--- src/rtl/neuron_fire_unit.sv ---
// Integrate-and-fire control for the ASPEN neuron: gates/clears the spike-count ripple counters,
// samples them after settling, updates a saturating leaky membrane potential and emits spikes.
module neuron_fire_unit #(
    parameter int unsigned size_code  = 8,
    parameter int unsigned POT_W      = 12,
    parameter int unsigned SETTLE_CYC = 2,
    parameter int unsigned LEAK_SHIFT = 3
) (
    input  logic                    clk,
    input  logic                    reset,
    input  logic                    window_end,
    input  logic [size_code-1:0]    count_pos,
    input  logic [size_code-1:0]    count_neg,
    input  logic signed [POT_W-1:0] threshold,
    input  logic                    leak_en,
    output logic                    count_enable,
    output logic                    counter_clear,
    output logic                    spike_valid,
    input  logic                    spike_ready,
    output logic signed [POT_W-1:0] potential,
    output logic                    busy,
    output logic                    overrun
);

    localparam int unsigned CNT_W = (SETTLE_CYC > 1) ? $clog2(SETTLE_CYC) : 1;
    localparam logic [CNT_W-1:0] SETTLE_LOAD = CNT_W'(SETTLE_CYC - 1);
    localparam logic signed [POT_W-1:0] POT_MAX = {1'b0, {(POT_W-1){1'b1}}};
    localparam logic signed [POT_W-1:0] POT_MIN = {1'b1, {(POT_W-1){1'b0}}};

    typedef enum logic [2:0] {
        StCount,
        StSettle,
        StCapture,
        StUpdate,
        StFire,
        StClear
    } state_t;

    state_t                    r_state;
    state_t                    w_state_nxt;
    logic [CNT_W-1:0]          r_settle_cnt;
    logic [size_code-1:0]      r_cap_pos;
    logic [size_code-1:0]      r_cap_neg;
    logic signed [POT_W-1:0]   r_potential;
    logic                      r_spike_valid;
    logic                      r_overrun;

    logic signed [size_code:0] w_diff;
    logic signed [POT_W-1:0]   w_leaked;
    logic signed [POT_W:0]     w_sum_wide;
    logic signed [POT_W-1:0]   w_sum;
    logic                      w_fire;

    always_comb begin
        w_diff     = $signed({1'b0, r_cap_pos}) - $signed({1'b0, r_cap_neg});
        w_leaked   = leak_en ? (r_potential - (r_potential >>> LEAK_SHIFT)) : r_potential;
        w_sum_wide = {w_leaked[POT_W-1], w_leaked}
                   + {{(POT_W-size_code){w_diff[size_code]}}, w_diff};
        // Top two bits disagree only when the POT_W-bit result would have wrapped.
        if (w_sum_wide[POT_W] != w_sum_wide[POT_W-1]) begin
            w_sum = w_sum_wide[POT_W] ? POT_MIN : POT_MAX;
        end else begin
            w_sum = w_sum_wide[POT_W-1:0];
        end
        w_fire = (w_sum >= threshold);
    end

    always_comb begin
        w_state_nxt = r_state;
        case (r_state)
            StClear:   w_state_nxt = StCount;
            StCount:   if (window_end) w_state_nxt = StSettle;
            StSettle:  if (r_settle_cnt == '0) w_state_nxt = StCapture;
            StCapture: w_state_nxt = StUpdate;
            StUpdate:  w_state_nxt = w_fire ? StFire : StClear;
            StFire:    if (spike_ready) w_state_nxt = StClear;
            default:   w_state_nxt = StClear;
        endcase
    end

    always_ff @(posedge clk or posedge reset) begin
        if (reset) begin
            r_state       <= StClear;
            r_settle_cnt  <= '0;
            r_cap_pos     <= '0;
            r_cap_neg     <= '0;
            r_potential   <= '0;
            r_spike_valid <= 1'b0;
            r_overrun     <= 1'b0;
        end else begin
            r_state <= w_state_nxt;
            if (window_end && (r_state != StCount)) begin
                r_overrun <= 1'b1;
            end
            case (r_state)
                StCount: begin
                    if (window_end) r_settle_cnt <= SETTLE_LOAD;
                end
                StSettle: begin
                    if (r_settle_cnt != '0) r_settle_cnt <= r_settle_cnt - 1'b1;
                end
                StCapture: begin
                    r_cap_pos <= count_pos;
                    r_cap_neg <= count_neg;
                end
                StUpdate: begin
                    if (w_fire) begin
                        r_potential   <= '0;
                        r_spike_valid <= 1'b1;
                    end else begin
                        r_potential <= w_sum;
                    end
                end
                StFire: begin
                    if (spike_ready) r_spike_valid <= 1'b0;
                end
                default: ;
            endcase
        end
    end

    assign count_enable  = (r_state == StCount);
    assign counter_clear = (r_state == StClear);
    assign busy          = (r_state != StCount);
    assign spike_valid   = r_spike_valid;
    assign potential     = r_potential;
    assign overrun       = r_overrun;

endmodule

--- config.mk ---
export PLATFORM = sky130hd
export DESIGN_NAME = neuron_fire_unit
export DESIGN_NICKNAME = d
export VERILOG_FILES = /design/src/rtl/neuron_fire_unit.sv
export SDC_FILE = /design/constraint.sdc
export NUM_CORES = 1
export LEC_CHECK = 0
export BUFFER_PORTS_ARGS = -buffer_cell sky130_fd_sc_hd__buf_2
export CAP_MARGIN = 20
export CORE_MARGIN = 2
export CORE_UTILIZATION = 50
export CTS_CLUSTER_SIZE = 12
export DETAILED_ROUTE_END_ITERATION = 6
export PLACE_DENSITY = 0.82
export SLEW_MARGIN = 0
export SYNTH_ARGS = -nofsm -noshare
export SYNTH_HDL_FRONTEND = slang
export SYNTH_SLANG_ARGS = --single-unit
--- constraint.sdc ---
create_clock -name clk -period 9.3 [get_ports clk]
set_clock_uncertainty 0.15 [all_clocks]
set_input_delay 0.93 -clock clk [delete_from_list [all_inputs] [get_ports clk]]
set_output_delay 0.93 -clock clk [all_outputs]
set_load 0.005 [all_outputs]
### Yosys cells after proc, flatten, opt, wreduce, memory -nomap -nowiden

Cells that the tools add are included.

* output and inout bits: 17
* bits in registers: 34
* input bits: 33

* order comparisons: 1
* $add $sub $neg: 4
* equality and inequality tests: 10
* multiplexer cells: 15
* reductions and logical operators: 8

Operator list (count)
* $mux 12: 4
* $pmux 3 s6: 1
* $add 12x9->13: 1
* $ge 12x12->1: 1
* $sub 12x9->12: 1
* $mux 3: 3
* $sub 8x8->9: 1
* $ne 2x2->1 const B: 4
* $eq 3x2->1 const B: 2
* $eq 3x3->1 const B: 2
* $reduce_and 3->1: 2
* $mux 1: 5
* $pmux 1 s2: 2
* $reduce_bool 2->1: 2
* $eq 3x1->1 const B: 1
* $logic_not 3->1: 1
* $reduce_bool 3->1: 1
* $reduce_and 2->1: 1
* $logic_and 1x1->1: 1
* $ne 1x1->1: 1
* $sub 1x1->1 const B: 1

### Logic depth before layout (Yosys ltp)

Gate-level depths: netlist of the first run.

* depth after elaboration: 8
* mapped depth: 29
* mapped depth without buffers: 27

### Worst setup path after synthesis of the first run

Ideal clock, no wire load.

* path type: register to register
* start point: reg r_potential[0] (netlist: potential[0])
* end point: reg r_potential[4] (netlist: potential[4])
* slack: 3.514 ns
* cell stages (with the launch flop): 30
* path buffers: 3
* library setup time: 0.131 ns
* required time: 9.019 ns
* arrival: 5.505 ns
* cell sequence: dfrtp_1 > inv_1 > ha_1 > inv_1 > fa_1 > a21oi_1 > o21ai_0 > a21oi_1 > xnor2_1 > nand2_1 > o21ai_0 > ha_1 > a2111oi_0 > o21ai_0 > a41oi_1 > o21ai_0 > xor2_1 > ha_1 > clkbuf_1 > clkbuf_1 > nor2_1 > nor2_1 > ha_1 > o21ai_0 > a21oi_1 > o311a_1 > a41oi_1 > or2_1 > buf_6 > o22ai_1

* cells in the longest elaborated chain, start to end: 7
* elaborated cells on any way between the ends: 8

RTL lines
* start, declared: line 44 `logic signed [POT_W-1:0] r_potential;`
* start signal, assigned: line 111 `r_potential <= w_sum;`
* $sub 12x9->12: line 56 `w_leaked = leak_en ? (r_potential - (r_potential >>> LEAK_SHIFT)) : r_potential;`
* $mux 12 (*): line 56
* $add 12x9->13 (*): line 58 `+ {{(POT_W-size_code){w_diff[size_code]}}, w_diff};`
* $mux 12 / $ne 1x1->1 (equally long branches): line 61, 60
* $mux 12 (*): line 60 `if (w_sum_wide[POT_W] != w_sum_wide[POT_W-1]) begin`
* $ge 12x12->1: line 65 `w_fire = (w_sum >= threshold);`
* $mux 12 (*): line 107 `if (w_fire) begin`

Every way passes the cells marked *; elsewhere a longest branch is shown, timed or not.
A chain may end at the register's enable or synchronous reset.

### Final worst setup path of the first run

* start point: reg r_potential[0] (netlist: potential[0])
* end point: reg r_potential[8] (netlist: potential[8])

Same word-level chain as after synthesis.

==> flow_summary.ini, run 1 <==
[outcome]
status = finished clean

[synthesis]
syn_avg_cell_area_um2 = 8.44
yosysSeqAreaShare_pct = 26.2
ys.flop_type = dfrtp_1
synth_nets = 467
synth_top_area_cell = dfrtp_1
synth_edf_count = 0
synth-seq-cells = 34
ys_warn_count = 0
netlist_instances = 386
async_flop_share_pct = 100
synth_most_common_cell = inv_1
yosys.cell_types.count = 54
synthTopCellsByCount = 47 x inv_1, 45 x ha_1, 32 x dfrtp_1, 32 x nand2_1, 32 x o21ai_0
synthTopCellsByArea = dfrtp_1 25%, ha_1 17%, inv_1 5.4%
netlist_area_mm2 = 0.00326
synth_top_area_share_pct = 24.6

[final_layout]
fin_nets = 512
area_delta_synth_final_pct = 11.9
fillers = 574
finalInstanceArea_mm2 = 0.00365
final_layout_size_suffix_gt1_share_pct = 19.4
final_cells = 509
seqCellArea_um2 = 853
n_antenna_cell = 0
multiInputGateArea_mm2 = 0.00216

[timing]
fin_crit_ns = 6.65
maxClockFrequency_ghz = 0.150
worstMarginPinSlew_ns = 0.723
rsz0062_at_grt = no
slew_violations = 0
hold_viol = 0
maxSlewHeadroom_pct = 51.7
fin_setup_tns_ns = 0
min_period_over_period_pct = 71.5
setup_viol = 0

[floorplanning]
rows = 29
die_x_um = 84.7
die_h_um = 84.7
io_pins = 50
start_util_pct = 51.6
core_area_mm2 = 0.00631
die_area_mm2 = 0.00718

[routing]
wl_per_cell_um = 14.0
drc = 0
finalWirelength_mm = 7.12
vias = 2795
ant_nets = 0
drtIter0Drc = 88
via_per_inst = 5.49
drt_pass1_iterations = 4

[job]
drv_cap = 0

[setup_path]
max_stage_delay_ns = 0.59
critPathKind = register to register
cp.required_ns = 9.30
start_kind = register
worst_path_max_delay_cell = ha_1
crit_path_frequent_cell = o21ai_0
arrival_ns = 6.65
critPathMaxFanout = 17
crit_path_end_kind = register

[clock_network]
clkLatencyLatePin_ns = 0.29
cts_max_level = 2
cts_setup_buffers = 0
root_buffer = clkbuf_8
cts_resized = 0
holdBufCountCts = 0
cts_buffers = 5
cts_tree = done
ctsLongestPathBuffers = 2
clock_sinks = 34
path_clk_slew_ns = 0.07

[global_route]
grt_pass1_vias = 2873
grt_usage_pct = 21.1
grt_pass1_wl_mm = 12.5
gr-total-overflow = 0
grt_max_degree = 35
antenna_found_initial = 0

[worst_hold_path]
hold_class = register to register

[place]
io_buffer_count = 49
placed_area_mm2 = 0.00355
dp.cells = 501
dpl.hpwl_mm = 5.72
gp_congestion = 0.880
layout by cell type, fill, tap and decap left out, drive strengths merged, types with 8 or more instances in the layout:
master / netlist / layout
o31ai: 8 / 8
buf: 4 / 51
inv: 47 / 47
a21oi: 26 / 26
a21o: 10 / 10
mux2: 11 / 11
nor2: 30 / 30
xnor2: 13 / 13
o21ai: 33 / 33
ha: 45 / 45
dfrtp: 32 / 32
o21bai: 8 / 8
nand2: 32 / 32
final timing paths:
path                            cells past startpoint                       end  slack, ns                      from
worst max-delay path                               26  potential[8]$_DFFE_PP0P_       2.65  potential[0]$_DFFE_PP0P_
worst min-delay path                                1       overrun$_DFFE_PP0P_       0.30       overrun$_DFFE_PP0P_
worst max register to register                     26  potential[8]$_DFFE_PP0P_       2.65  potential[0]$_DFFE_PP0P_
worst min register to register                      1       overrun$_DFFE_PP0P_       0.30       overrun$_DFFE_PP0P_
max in group asynchronous                           3    r_state[0]$_DFFE_PP1P_       8.09                     reset
min in group asynchronous                           3       overrun$_DFFE_PP0P_       0.57                     reset
per-layer routing:
layer  global-route usage (%)  share of wire [%]
met5                        0                  0
met2                     35.4                 47
met3                     3.34                3.6
met4                     7.07                2.0
met1                     27.9                 48
stage by stage:
step	hold slack, ns	utilization (%)	setup slack, ns
after global placement	0.286	56.2	3.01
after detailed placement	0.289	56.2	2.75
after CTS	0.307	57.7	2.72
after global routing	0.334	57.7	2.14
final	0.301	57.7	2.65
after floorplan	0.301	-	3.51
sequential cells by signal, summed over array words and instances (netlist names), named ones only:
| name | flops |
|---|---|
| r_settle_cnt | 1 |
| r_cap_pos | 8 |
| overrun | 1 |
| spike_valid | 1 |
| potential | 12 |
| r_state | 2 |
| r_cap_neg | 8 |
cell type report:
type                       instances  area share [%]
clock buffer                       6            2.26
inverter                          47            4.84
clock inverter                     2           0.343
timing repair buffer              51            7.14
sequential                        34            23.4
multi-input combinational        292            59.4
tap                               77            2.64
critical path: cells and delay by family (launching register included):
| kind | cells | cell delay, ns |
|---|---|---|
| compound gates | 13 | 2.83 |
| fa+ha+maj | 5 | 1.74 |
| simple gates | 4 | 0.93 |
| flops | 1 | 0.41 |
| xor+xnor | 2 | 0.33 |
| buf+inv | 2 | 0.13 |
kinds of logic (layout without fill, tap and decap cells):
group	Yosys count	after routing	synth area share, %
adder cells (fa/ha/maj)	48	48	19.1
XOR/XNOR	20	20	5.37
AND/OR/NAND/NOR	93	93	13.5
flip-flops	34	34	26.2
AO/OA/AOI/OAI	116	116	23.4
buffers and inverters	60	106	7.41
multiplexers	15	15	5.03
Power of run 1 is left out: the tool's default activity adds up to more than one toggle a clock period on the data nets, which glitch-free logic cannot reach.
==> run 2: changes to the inputs <==
==> constraint.sdc (replaced) <==
create_clock -name clk -period 6.9 [get_ports clk]
set_clock_uncertainty 0.15 [all_clocks]
set_input_delay 0.69 -clock clk [delete_from_list [all_inputs] [get_ports clk]]
set_output_delay 0.69 -clock clk [all_outputs]
set_load 0.005 [all_outputs]
==> flow_summary.ini, run 2 (synthesis results as in run 1) <==
[global_route]
grt_max_degree = 35
grt_usage_pct = 21.5
gr-total-overflow = 0
grt_pass1_vias = 2871
grt_pass1_wl_mm = 12.7
antenna_found_initial = 0

[setup_path]
crit_path_end_kind = register
arrival_ns = 6.37
start_kind = register
critPathKind = register to register
critPathMaxFanout = 17
cp.required_ns = 6.94
reg2reg_slack_ns = 0.58

[final_layout]
final_common_cell = buf_2
area_delta_synth_final_pct = 12.1
n_antenna_cell = 0
final_layout_size_suffix_gt1_share_pct = 19.6
largest_reg_flops = 12
final_cell_mix = 49 x buf_2, 47 x inv_1, 45 x ha_1
fin_nets = 513

[place]
pre_cts_ws_ns = 0.633
gp_congestion = 0.876
io_buffer_count = 49
dpl.hpwl_mm = 5.75

[floorplanning]
start_util_pct = 51.6
core_area_mm2 = 0.00631
io_pins = 50
rows = 29
die_h_um = 84.7
die_x_um = 84.7
die_area_mm2 = 0.00718

[timing]
hold_viol = 0
worstMarginPinSlew_ns = 0.718
rsz0062_at_grt = no
min_period_over_period_pct = 91.6
maxClockFrequency_ghz = 0.158
setup_viol = 0
slew_violations = 0
final.setup.worst_slack_ns = 0.580
maxSlewHeadroom_pct = 52.0
fin_crit_ns = 6.32
fin_setup_tns_ns = 0

[routing]
drt_pass1_iterations = 4
ant_nets = 0
drtIter0Drc = 113
vias = 2784
via_per_inst = 5.46
drc = 0
finalWirelength_mm = 7.14
wl_per_cell_um = 14.0

[clock_network]
root_buffer = clkbuf_8
path_clk_slew_ns = 0.07
clock_sinks = 34
cts_resized = 0
cts_tree = done
holdBufCountCts = 0
ctsLongestPathBuffers = 2
clkLatencyLatePin_ns = 0.29
cts_setup_buffers = 0
cts_buffers = 5
cts_max_level = 2

[worst_hold_path]
hold_class = register to register

[outcome]
status = finished clean

[job]
drv_cap = 0
==> run 2: layout make-up <==
| class | instances | area [um2] |
|---|---|---|
| Sequential cell | 34 | 853 |
| Timing Repair Buffer | 52 | 268 |
| Fill cell | 582 | 2660 |
| Tap cell | 77 | 96.3 |
| Multi-Input combinational cell | 292 | 2160 |
| Inverter | 47 | 176 |
| Clock inverter | 2 | 12.5 |
| Clock buffer | 6 | 82.6 |
==> run 2: path summary, 6_finish.rpt <==
kind	startpoint	to	cells after the start
min in group asynchronous	reset	r_cap_neg[0]$_DFFE_PP0N_	3
worst max-delay path	r_cap_pos[0]$_DFFE_PP0N_	potential[2]$_DFFE_PP0P_	27
worst max register to register	r_cap_pos[0]$_DFFE_PP0N_	potential[2]$_DFFE_PP0P_	27
max in group asynchronous	reset	r_state[0]$_DFFE_PP1P_	3
worst min-delay path	overrun$_DFFE_PP0P_	overrun$_DFFE_PP0P_	1
worst min register to register	overrun$_DFFE_PP0P_	overrun$_DFFE_PP0P_	1
==> run 2: per-stage QoR <==
| step | hold WS, ns | utilization (%) | cell area, um2 | std cells |
|---|---|---|---|---|
| finish | 0.306 | 57.9 | 3650 | 510 |
| floorplan | 0.301 | - | 3260 | 386 |
| global placement | 0.289 | 56.4 | 3560 | 502 |
| global route | 0.347 | 57.9 | 3650 | 510 |
| CTS | 0.311 | 57.9 | 3650 | 510 |
| detailed placement | 0.293 | 56.4 | 3560 | 502 |
==> run 2: layer usage <==
layer | track usage (%) | vias to the layer above | wire [um]
met4 | 5.34 | 0 | 93
li1 | - | 1444 | -
met1 | 27.6 | 1278 | 3310
met2 | 37.9 | 54 | 3480
met5 | 0 | - | 0
met3 | 3.24 | 8 | 250
==> run 2: worst max-delay path, cell delays in order, from the launching register on <==
cell       delay (ns)
dfrtp_1          0.36
inv_1            0.06
ha_1             0.16
inv_1            0.06
fa_1             0.40
nand2_1          0.09
nand2_1          0.05
a21oi_1          0.22
o21bai_1         0.09
a21oi_1          0.24
xnor2_1          0.18
ha_1             0.31
a2111oi_0        0.38
o21ai_0          0.18
a41oi_1          0.30
o21ai_0          0.15
xor2_1           0.17
ha_1             0.57
and3_4           0.34
nor2_1           0.08
ha_1             0.31
nand4_1          0.15
o21ai_0          0.20
o311a_1          0.19
a41oi_1          0.04
buf_4            0.18
or2_1            0.37
o31ai_2          0.23
Power of run 2 is left out for the same reason.
